### src/rtl/io_read_port_source_pkg.sv
`default_nettype none
// ============================================================================
// Package  : io_read_port_source_pkg
// Purpose  : Shared constants and output-stage state type for the Octavo I/O
//            read-port source and its matching write-port sink.
// Revision : 1.0 - initial release
// ============================================================================
package io_read_port_source_pkg;

    localparam int c_DEFAULT_WORD_WIDTH = 36;
    localparam int c_DEFAULT_DEPTH      = 8;
    localparam int c_DEFAULT_ADDR_WIDTH = 3;
    localparam     c_DEFAULT_RAMSTYLE   = "MLAB, no_rw_check";

    // io_read_EF encoding seen by the core
    localparam logic c_IO_EF_EMPTY = 1'b0;
    localparam logic c_IO_EF_READY = 1'b1;

    typedef enum logic [0:0] {
        ST_EMPTY = 1'b0,
        ST_VALID = 1'b1
    } out_state_e;

endpackage : io_read_port_source_pkg
`default_nettype wire

### src/rtl/io_port_fifo_mem.sv
`default_nettype none
// ============================================================================
// Module   : io_port_fifo_mem
// Purpose  : Simple dual-port storage for the I/O port FIFO; one write port,
//            one registered read port, no reset on the array.
// Revision : 1.0 - initial release
// ============================================================================
module io_port_fifo_mem #(
    parameter int WORD_WIDTH = 36,
    parameter int DEPTH      = 8,
    parameter int ADDR_WIDTH = 3,
    parameter     RAMSTYLE   = "MLAB, no_rw_check"
) (
    input  logic                  clk,
    input  logic                  i_wr_en,
    input  logic [ADDR_WIDTH-1:0] i_wr_addr,
    input  logic [WORD_WIDTH-1:0] i_wr_data,
    input  logic [ADDR_WIDTH-1:0] i_rd_addr,
    output logic [WORD_WIDTH-1:0] o_rd_data
);

    (* ramstyle = RAMSTYLE *) logic [WORD_WIDTH-1:0] r_mem [0:DEPTH-1];

    always_ff @(posedge clk) begin
        if (i_wr_en) begin
            r_mem[i_wr_addr] <= i_wr_data;
        end
        o_rd_data <= r_mem[i_rd_addr];
    end

endmodule : io_port_fifo_mem
`default_nettype wire

### src/rtl/io_read_port_source.sv
`default_nettype none
// ============================================================================
// Module   : io_read_port_source
// Purpose  : Producer end of one Octavo I/O read port: show-ahead FIFO from a
//            valid/ready source onto io_read_data / io_read_EF / io_rden.
// Revision : 1.0 - initial release
// ============================================================================
module io_read_port_source
    import io_read_port_source_pkg::*;
#(
    parameter int WORD_WIDTH = c_DEFAULT_WORD_WIDTH,
    parameter int DEPTH      = c_DEFAULT_DEPTH,
    parameter int ADDR_WIDTH = c_DEFAULT_ADDR_WIDTH,
    parameter     RAMSTYLE   = c_DEFAULT_RAMSTYLE
) (
    input  logic                  clock,
    input  logic                  reset_n,
    input  logic [WORD_WIDTH-1:0] in_data,
    input  logic                  in_valid,
    output logic                  in_ready,
    output logic [WORD_WIDTH-1:0] io_read_data,
    output logic                  io_read_EF,
    input  logic                  io_rden,
    output logic [ADDR_WIDTH:0]   count,
    output logic                  underflow
);

    localparam logic [ADDR_WIDTH-1:0] c_PTR_ONE    = ADDR_WIDTH'(1);
    localparam logic [ADDR_WIDTH-1:0] c_PTR_TWO    = ADDR_WIDTH'(2);
    localparam logic [ADDR_WIDTH:0]   c_COUNT_ONE  = (ADDR_WIDTH+1)'(1);
    localparam logic [ADDR_WIDTH:0]   c_COUNT_FULL = (ADDR_WIDTH+1)'(DEPTH);

    logic [ADDR_WIDTH-1:0] r_wr_ptr;
    logic [ADDR_WIDTH-1:0] r_rd_ptr;
    logic [ADDR_WIDTH:0]   r_count;
    logic [ADDR_WIDTH:0]   w_count_next;
    logic                  r_in_ready;
    logic                  r_underflow;
    out_state_e            r_state;
    logic [WORD_WIDTH-1:0] r_head;
    logic                  r_fwd_hit;
    logic [WORD_WIDTH-1:0] r_fwd_data;
    logic                  w_push;
    logic                  w_pop;
    logic [ADDR_WIDTH-1:0] w_rd_addr;
    logic [WORD_WIDTH-1:0] w_mem_q;
    logic [WORD_WIDTH-1:0] w_next_word;

    assign w_push = in_valid && r_in_ready;
    assign w_pop  = io_rden && (r_state == ST_VALID);

    // The RAM is always prefetching the word behind next cycle's head, so a
    // pop can reload the head register without waiting on the read latency.
    assign w_rd_addr   = w_pop ? (r_rd_ptr + c_PTR_TWO) : (r_rd_ptr + c_PTR_ONE);
    assign w_next_word = r_fwd_hit ? r_fwd_data : w_mem_q;

    always_comb begin
        w_count_next = r_count;
        if (w_push && !w_pop) begin
            w_count_next = r_count + c_COUNT_ONE;
        end else if (!w_push && w_pop) begin
            w_count_next = r_count - c_COUNT_ONE;
        end
    end

    always_ff @(posedge clock or negedge reset_n) begin
        if (!reset_n) begin
            r_wr_ptr    <= '0;
            r_rd_ptr    <= '0;
            r_count     <= '0;
            r_in_ready  <= 1'b0;
            r_underflow <= 1'b0;
            r_fwd_hit   <= 1'b0;
            r_fwd_data  <= '0;
        end else begin
            if (w_push) begin
                r_wr_ptr   <= r_wr_ptr + c_PTR_ONE;
                r_fwd_data <= in_data;
            end
            if (w_pop) begin
                r_rd_ptr <= r_rd_ptr + c_PTR_ONE;
            end
            r_count    <= w_count_next;
            r_in_ready <= (w_count_next < c_COUNT_FULL);
            // A prefetch of the address being written this cycle returns stale
            // data, so that word is taken from the forwarding register instead.
            r_fwd_hit  <= w_push && (r_wr_ptr == w_rd_addr);
            if (io_rden && (r_state == ST_EMPTY)) begin
                r_underflow <= 1'b1;
            end
        end
    end

    always_ff @(posedge clock or negedge reset_n) begin
        if (!reset_n) begin
            r_state <= ST_EMPTY;
            r_head  <= '0;
        end else begin
            case (r_state)
                ST_EMPTY: begin
                    if (w_push) begin
                        r_state <= ST_VALID;
                        r_head  <= in_data;
                    end
                end
                ST_VALID: begin
                    if (w_pop) begin
                        if (r_count == c_COUNT_ONE) begin
                            if (w_push) begin
                                r_head <= in_data;
                            end else begin
                                r_state <= ST_EMPTY;
                            end
                        end else begin
                            r_head <= w_next_word;
                        end
                    end
                end
                default: r_state <= ST_EMPTY;
            endcase
        end
    end

    io_port_fifo_mem #(
        .WORD_WIDTH (WORD_WIDTH),
        .DEPTH      (DEPTH),
        .ADDR_WIDTH (ADDR_WIDTH),
        .RAMSTYLE   (RAMSTYLE)
    ) u_mem (
        .clk       (clock),
        .i_wr_en   (w_push),
        .i_wr_addr (r_wr_ptr),
        .i_wr_data (in_data),
        .i_rd_addr (w_rd_addr),
        .o_rd_data (w_mem_q)
    );

    assign in_ready     = r_in_ready;
    assign io_read_data = r_head;
    assign io_read_EF   = (r_state == ST_VALID) ? c_IO_EF_READY : c_IO_EF_EMPTY;
    assign count        = r_count;
    assign underflow    = r_underflow;

endmodule : io_read_port_source
`default_nettype wire

### config.mk
export PLATFORM = sky130hd
export DESIGN_NAME = io_read_port_source
export DESIGN_NICKNAME = d
export VERILOG_FILES = /design/src/rtl/io_read_port_source_pkg.sv /design/src/rtl/io_port_fifo_mem.sv /design/src/rtl/io_read_port_source.sv
export SDC_FILE = /design/constraint.sdc
export NUM_CORES = 1
export LEC_CHECK = 0
export BUFFER_PORTS_ARGS = -buffer_cell sky130_fd_sc_hd__buf_2
export CAP_MARGIN = 15
export CORE_ASPECT_RATIO = 0.8
export CORE_MARGIN = 2
export CORE_UTILIZATION = 45
export DETAILED_ROUTE_END_ITERATION = 10
export PLACE_DENSITY = 0.64
export REMOVE_ABC_BUFFERS = 1
export SKIP_CTS_REPAIR_TIMING = 1
export SYNTH_ARGS = -nofsm -noshare
export SYNTH_HDL_FRONTEND = slang
export SYNTH_SLANG_ARGS = --single-unit
### constraint.sdc
create_clock -name clock -period 4.9 [get_ports clock]
set_input_delay 0.49 -clock clock [delete_from_list [all_inputs] [get_ports clock]]
set_output_delay 0.49 -clock clock [all_outputs]
set_load 0.05 [all_outputs]
* Yosys cells after proc, flatten, opt, wreduce, memory -nomap -nowiden *
Memory sizes are Yosys's and may differ from the RTL's. A register that Yosys moved wholly into a read port is not among the register bits.
Cells that the tools add are included.
Widths: inputs -> output; s select.

word-level totals
  bits in read-only memories = 0
  bits in writable memories = 288
  bits in registers = 86
  output and inout bits = 43
  logic and storage cells = 42
  bits in latches = 0
  memories kept = 1
  input port bits = 40

memories
  name         depth  bits a word  rd ports  clocked after memory_dff  write ports  RTL line                RTL
  u_mem.r_mem  8      36           1         1                         1            io_port_fifo_mem.sv:22  (* ramstyle = RAMSTYLE *) logic [WORD_WIDTH-1:0] r_mem [0:DEPTH-1];

cells by class
  $mul = 0
  reduce and logical (&&, ||, !) cells = 8
  bitwise gates (word level) = 1
  eq/ne operators = 3
  divide/modulo/power cells = 0
  $lt $le $gt $ge = 1
  shift operators = 0
  muxes and demuxes = 14
  $add $sub $neg = 5

operators with widths
  cell                 number
  $mux 36              4
  $pmux 36 s2          1
  $mux 4               2
  $add 3x1->3 const B  2
  $logic_and 1x1->1    6
  $mux 1               5
  $add 4x1->4 const B  1
  $eq 4x1->1 const B   1
  $lt 4x4->1 const B   1
  $sub 4x1->4 const B  1
  $add 3x2->3 const B  1
  $eq 3x3->1           1
  $mux 3               1
  $logic_not 1->1      2
  $ne 2x1->1 const B   1
  $pmux 1 s2           1
  $not 1->1            1

* Depth between registers and ports, before layout *
  depth after elaboration = 6
  mapped depth = 9
  gate-level depth less buffers = 7

* Cells and area by module *
Synthesis repeated with hierarchy kept, for this count alone.

unflattened totals
  cell total of the unflattened synthesis = 780
  area, all modules = 15981.6 µm²

modules (own cells, without submodules)
  module               area each (µm²)  instances  cells each
  io_port_fifo_mem     11862.6          1          465
  io_read_port_source  4119.0           1          315

* Worst setup path after synthesis *
No wires, ideal clock.

  path type = reg-to-reg
  start = reg r_in_ready, in the netlist in_ready
  end = mem u_mem.r_mem[0][0], enable pin
  slack = -0.252 ns
  arrival time = 4.632 ns
  stages on the path, launching flop included = 4
  clock period less this slack = 5.152 ns
  cells stage by stage = dfrtp_1 > nand2_1 > clkbuf_1 > nor4_1

between the ends
  cells in the longest elaborated chain, start to end = 3

RTL lines
  item                          RTL line                   RTL
  from (decl)                   io_read_port_source.sv:37  logic r_in_ready;
  from (signal assigned)        io_read_port_source.sv:84  r_in_ready <= (w_count_next < c_COUNT_FULL);
  $logic_and 1x1->1             io_read_port_source.sv:49  assign w_push = in_valid && r_in_ready;
  $mux 1                        io_port_fifo_mem.sv:25     if (i_wr_en) begin
  $mux 1 (implied by the code)  io_port_fifo_mem.sv:26     r_mem[i_wr_addr] <= i_wr_data;
  to (decl)                     io_port_fifo_mem.sv:22

Every way passes these cells.

* Worst setup path after layout *
  start = reg r_rd_ptr[1]
  end = reg u_mem.o_rd_data[18] (read register of u_mem.r_mem)

between the ends
  cells in the longest elaborated chain, start to end = 2

RTL lines
  item                                        RTL line                   RTL
  from (decl)                                 io_read_port_source.sv:34  logic [ADDR_WIDTH-1:0] r_rd_ptr;
  from (signal assigned)                      io_read_port_source.sv:81  r_rd_ptr <= r_rd_ptr + c_PTR_ONE;
  $add 3x1->3 or $add 3x2->3 (tied branches)  io_read_port_source.sv:54  assign w_rd_addr = w_pop ? (r_rd_ptr + c_PTR_TWO) : (r_rd_ptr + c_PTR_ONE);
  $mux 3 (*)                                  io_read_port_source.sv:54
  to (decl)                                   io_port_fifo_mem.sv:19     output logic [WORD_WIDTH-1:0] o_rd_data

Every way passes the cells marked *; elsewhere a longest branch is shown, timed or not.
A chain may end at the register's enable or synchronous reset.

==> results.toml <==
[outcome]
status = "finished clean"

[floorplan]
die_w_um = 231
dieArea_sq_um = 42700
rows = 66
initial_core_util = 0.456
boundaryPins = 83
coreArea_sq_um = 40500
fp.dieH_um = 185

[power]
switchingPower_mw = 5.41
p_leak_nw = 7.54
power.density_nw_per_um2 = 701
ir_drop_mv = 0.701
p_sw_frac = 0.370
pwr-share-comb = 0.425
internal_power_mw = 9.22
seqPwrFrac = 0.344
clkPwrFrac = 0.231
fin_total_pwr_mw = 14.6

[sta]
slew_headroom = 0.242
finalMaxSlewViolations = 0
tightest_slew_ns = 1.13
hold_viol = 0
hold_ws_ns = 0.0487
fmax_mhz = 315
rsz0062_at_grt = "false"
final-setup-viol-count = 0
finalClockSkew_ns = 0.0180
fin_crit_sh = 0.647
layout_setup_ws_ns = 1.73
min_period_ns = 3.17

[setup_path]
max_stage_delay_ns = 0.94
critical_path_peak_fanout = 38
end_kind = "flop"
cpMaxStageDelayCell = "nor2_4"
cp-start-kind = "flop"
critPathRequiredTime_ns = 5.23
path_cells = "ha_4 > a21boi_0 > nor3_2 > buf_4 > nor2_4 > a41oi_1"
criticalPathCategory = "reg -> reg"
cp.arrival_ns = 3.50

[place]
routabilityCongestion = 0.744
dp.final_hpwl_um = 24100
dp_slack_ns = 1.74
io_buffers = 82

[clocking]
clock_latency_ns = 0.54
clock_tree.root_cell = "clkbuf_16"
path_clk_slew_ns = 0.06
cts_made_buffers = 42
cts_tree = "done"
htree_num_levels = 2
clk_path_buf_depth = 3
cts.sinks = 410

[finish]
final_common_cell = "edfxtp_1"
areaGrowthSynthToFinish_pct = 13.0
fin_nets = 1269
layout-drive-gt1-share = 0.250
layout_common_cells = "288 x edfxtp_1, 217 x mux2i_1, 83 x dfrtp_1"
antenna-diode-count = 0

[synthesis]
netlist_area_sq_um = 18500
synthArstFlopShare = 0.210
synthDistinctLibCells = 56
yosysSeqAreaShare = 0.624
synth_flop_cell = "edfxtp_1"
synth_edf_count = 288
ys_warn_count = 0
syn_inst = 1159
synth_area_per_cell_sq_um = 15.9
synth.ff_latch_count = 410

[drt]
dr.pass1.iters = 7
vias = 10800
drt_wl_total_um = 43700
routedWlPerCell_um = 24.3
drt-initial-drc-count = 853
ant_nets = 0
drc = 0
via_per_inst = 5.98

[global_route]
grt_use_total = 0.207
grt_pass1_vias = 11100
grt_max_degree = 112
grt_overflow = 0
antenna_found_initial = 0
grt_pass1_wl_um = 66700

[min_path]
worstHoldPathType = "in -> async"

[job]
timing.max_cap.violations = 0
[cell type report]
| cell class | count | area, sq um |
|---|---|---|
| clock buffer | 58 | 1220 |
| clock inverter | 20 | 248 |
| fill | 3297 | 19700 |
| inverter | 8 | 32.5 |
| multi-input combinational | 650 | 6500 |
| sequential | 410 | 11500 |
| tap | 544 | 681 |
| timing repair buffer | 110 | 661 |
[per-stage QoR]
step            util  setup TNS [ns]  std cells  instance area (sq um)
2_1_floorplan      -         -156.86       1068                  17900
3_3_place_gp   0.479               0       1722                  19400
3_5_place_dp   0.479               0       1722                  19400
4_1_cts        0.515               0       1800                  20900
5_1_grt        0.515               0       1800                  20900
6_report       0.515               0       1800                  20900
[per-layer routing]
layer,global-route usage,wire (um),vias up
li1,-,-,4851
met1,0.282,20000,5599
met2,0.347,20800,245
met3,0.0313,1910,70
met4,0.0557,933,0
met5,0,0,-
[synth_stat cells, types with 2 or more instances]
| library cell | number | area [sq um] |
|---|---|---|
| edfxtp_1 | 288 | 8650 |
| mux2i_1 | 217 | 2170 |
| dfrtp_1 | 86 | 2150 |
| mux2_2 | 74 | 833 |
| o211ai_1 | 70 | 526 |
| a22oi_1 | 36 | 270 |
| dfxtp_1 | 36 | 721 |
| mux4_2 | 36 | 811 |
| o21a_1 | 36 | 270 |
| o2bb2ai_1 | 36 | 315 |
| o22a_1 | 35 | 307 |
| a41oi_1 | 33 | 289 |
| buf_2 | 31 | 155 |
| clkbuf_1 | 30 | 113 |
| buf_4 | 13 | 97.6 |
| buf_6 | 10 | 113 |
| nor2_1 | 9 | 33.8 |
| ha_1 | 7 | 87.6 |
| nand2_1 | 7 | 26.3 |
| inv_1 | 6 | 22.5 |
| nor3_1 | 6 | 30.0 |
| buf_1 | 5 | 18.8 |
| xnor2_1 | 5 | 43.8 |
| a21oi_1 | 4 | 20.0 |
| nand2b_1 | 4 | 25.0 |
| nor4_1 | 3 | 18.8 |
| o21ai_0 | 3 | 15.0 |
| a21o_1 | 2 | 15.0 |
| a32oi_1 | 2 | 17.5 |
| a41oi_2 | 2 | 32.5 |
| and3_1 | 2 | 12.5 |
[final timing paths]
| path | cells after the start | from | to | slack, ns |
|---|---|---|---|---|
| worst max register to register | 6 | r_rd_ptr[1] | u_mem.o_rd_data[18] | 1.73 |
| worst min register to register | 1 | underflow | underflow | 0.47 |
| worst max-delay path | 6 | r_rd_ptr[1] | u_mem.o_rd_data[18] | 1.73 |
| max in group asynchronous | 2 | reset_n | io_read_data[3] | 3.83 |
| worst min-delay path | 1 | reset_n | r_fwd_data[4] | 0.05 |
| min in group clock | 1 | in_data[8] | u_mem.r_mem[0][8] | 0.25 |
[sequential cells by signal, indices dropped and copies added (netlist names), named ones only]
register         count
u_mem.r_mem        288
io_read_data        36
r_fwd_data          36
u_mem.o_rd_data     36
count                3
r_rd_ptr             3
r_wr_ptr             3
in_ready             1
r_fwd_hit            1
r_state              1
underflow            1
[kinds of logic after synthesis]
logic type	share of synthesized area
flops	0.624
mux	0.207
compound gates	0.119
buf+inv	0.0301
simple gates	0.0110
xor+xnor	0.00508
fa+ha+maj	0.00474
[power groups by stage]
stage / sequential [mW] / clock, mW / combinational (mW)
floorplan: 5.73 / 0 / 3.89
global placement: 5.08 / 0 / 6.11
detailed placement: 5.10 / 0 / 6.23
CTS: 5.04 / 3.45 / 6.26
global route: 5.12 / 3.58 / 6.66
finish: 5.04 / 3.38 / 6.21
[critical path: cells and delay by family (launching register included)]
kind,cells,cell delay (ns)
and+or+nand+nor,2,1.00
buffers and inverters,1,0.32
adders and majority gates,1,0.21
AOI/OAI and AO/OA,2,0.64
DFF,1,0.77
(Power assumes the default switching activity.)
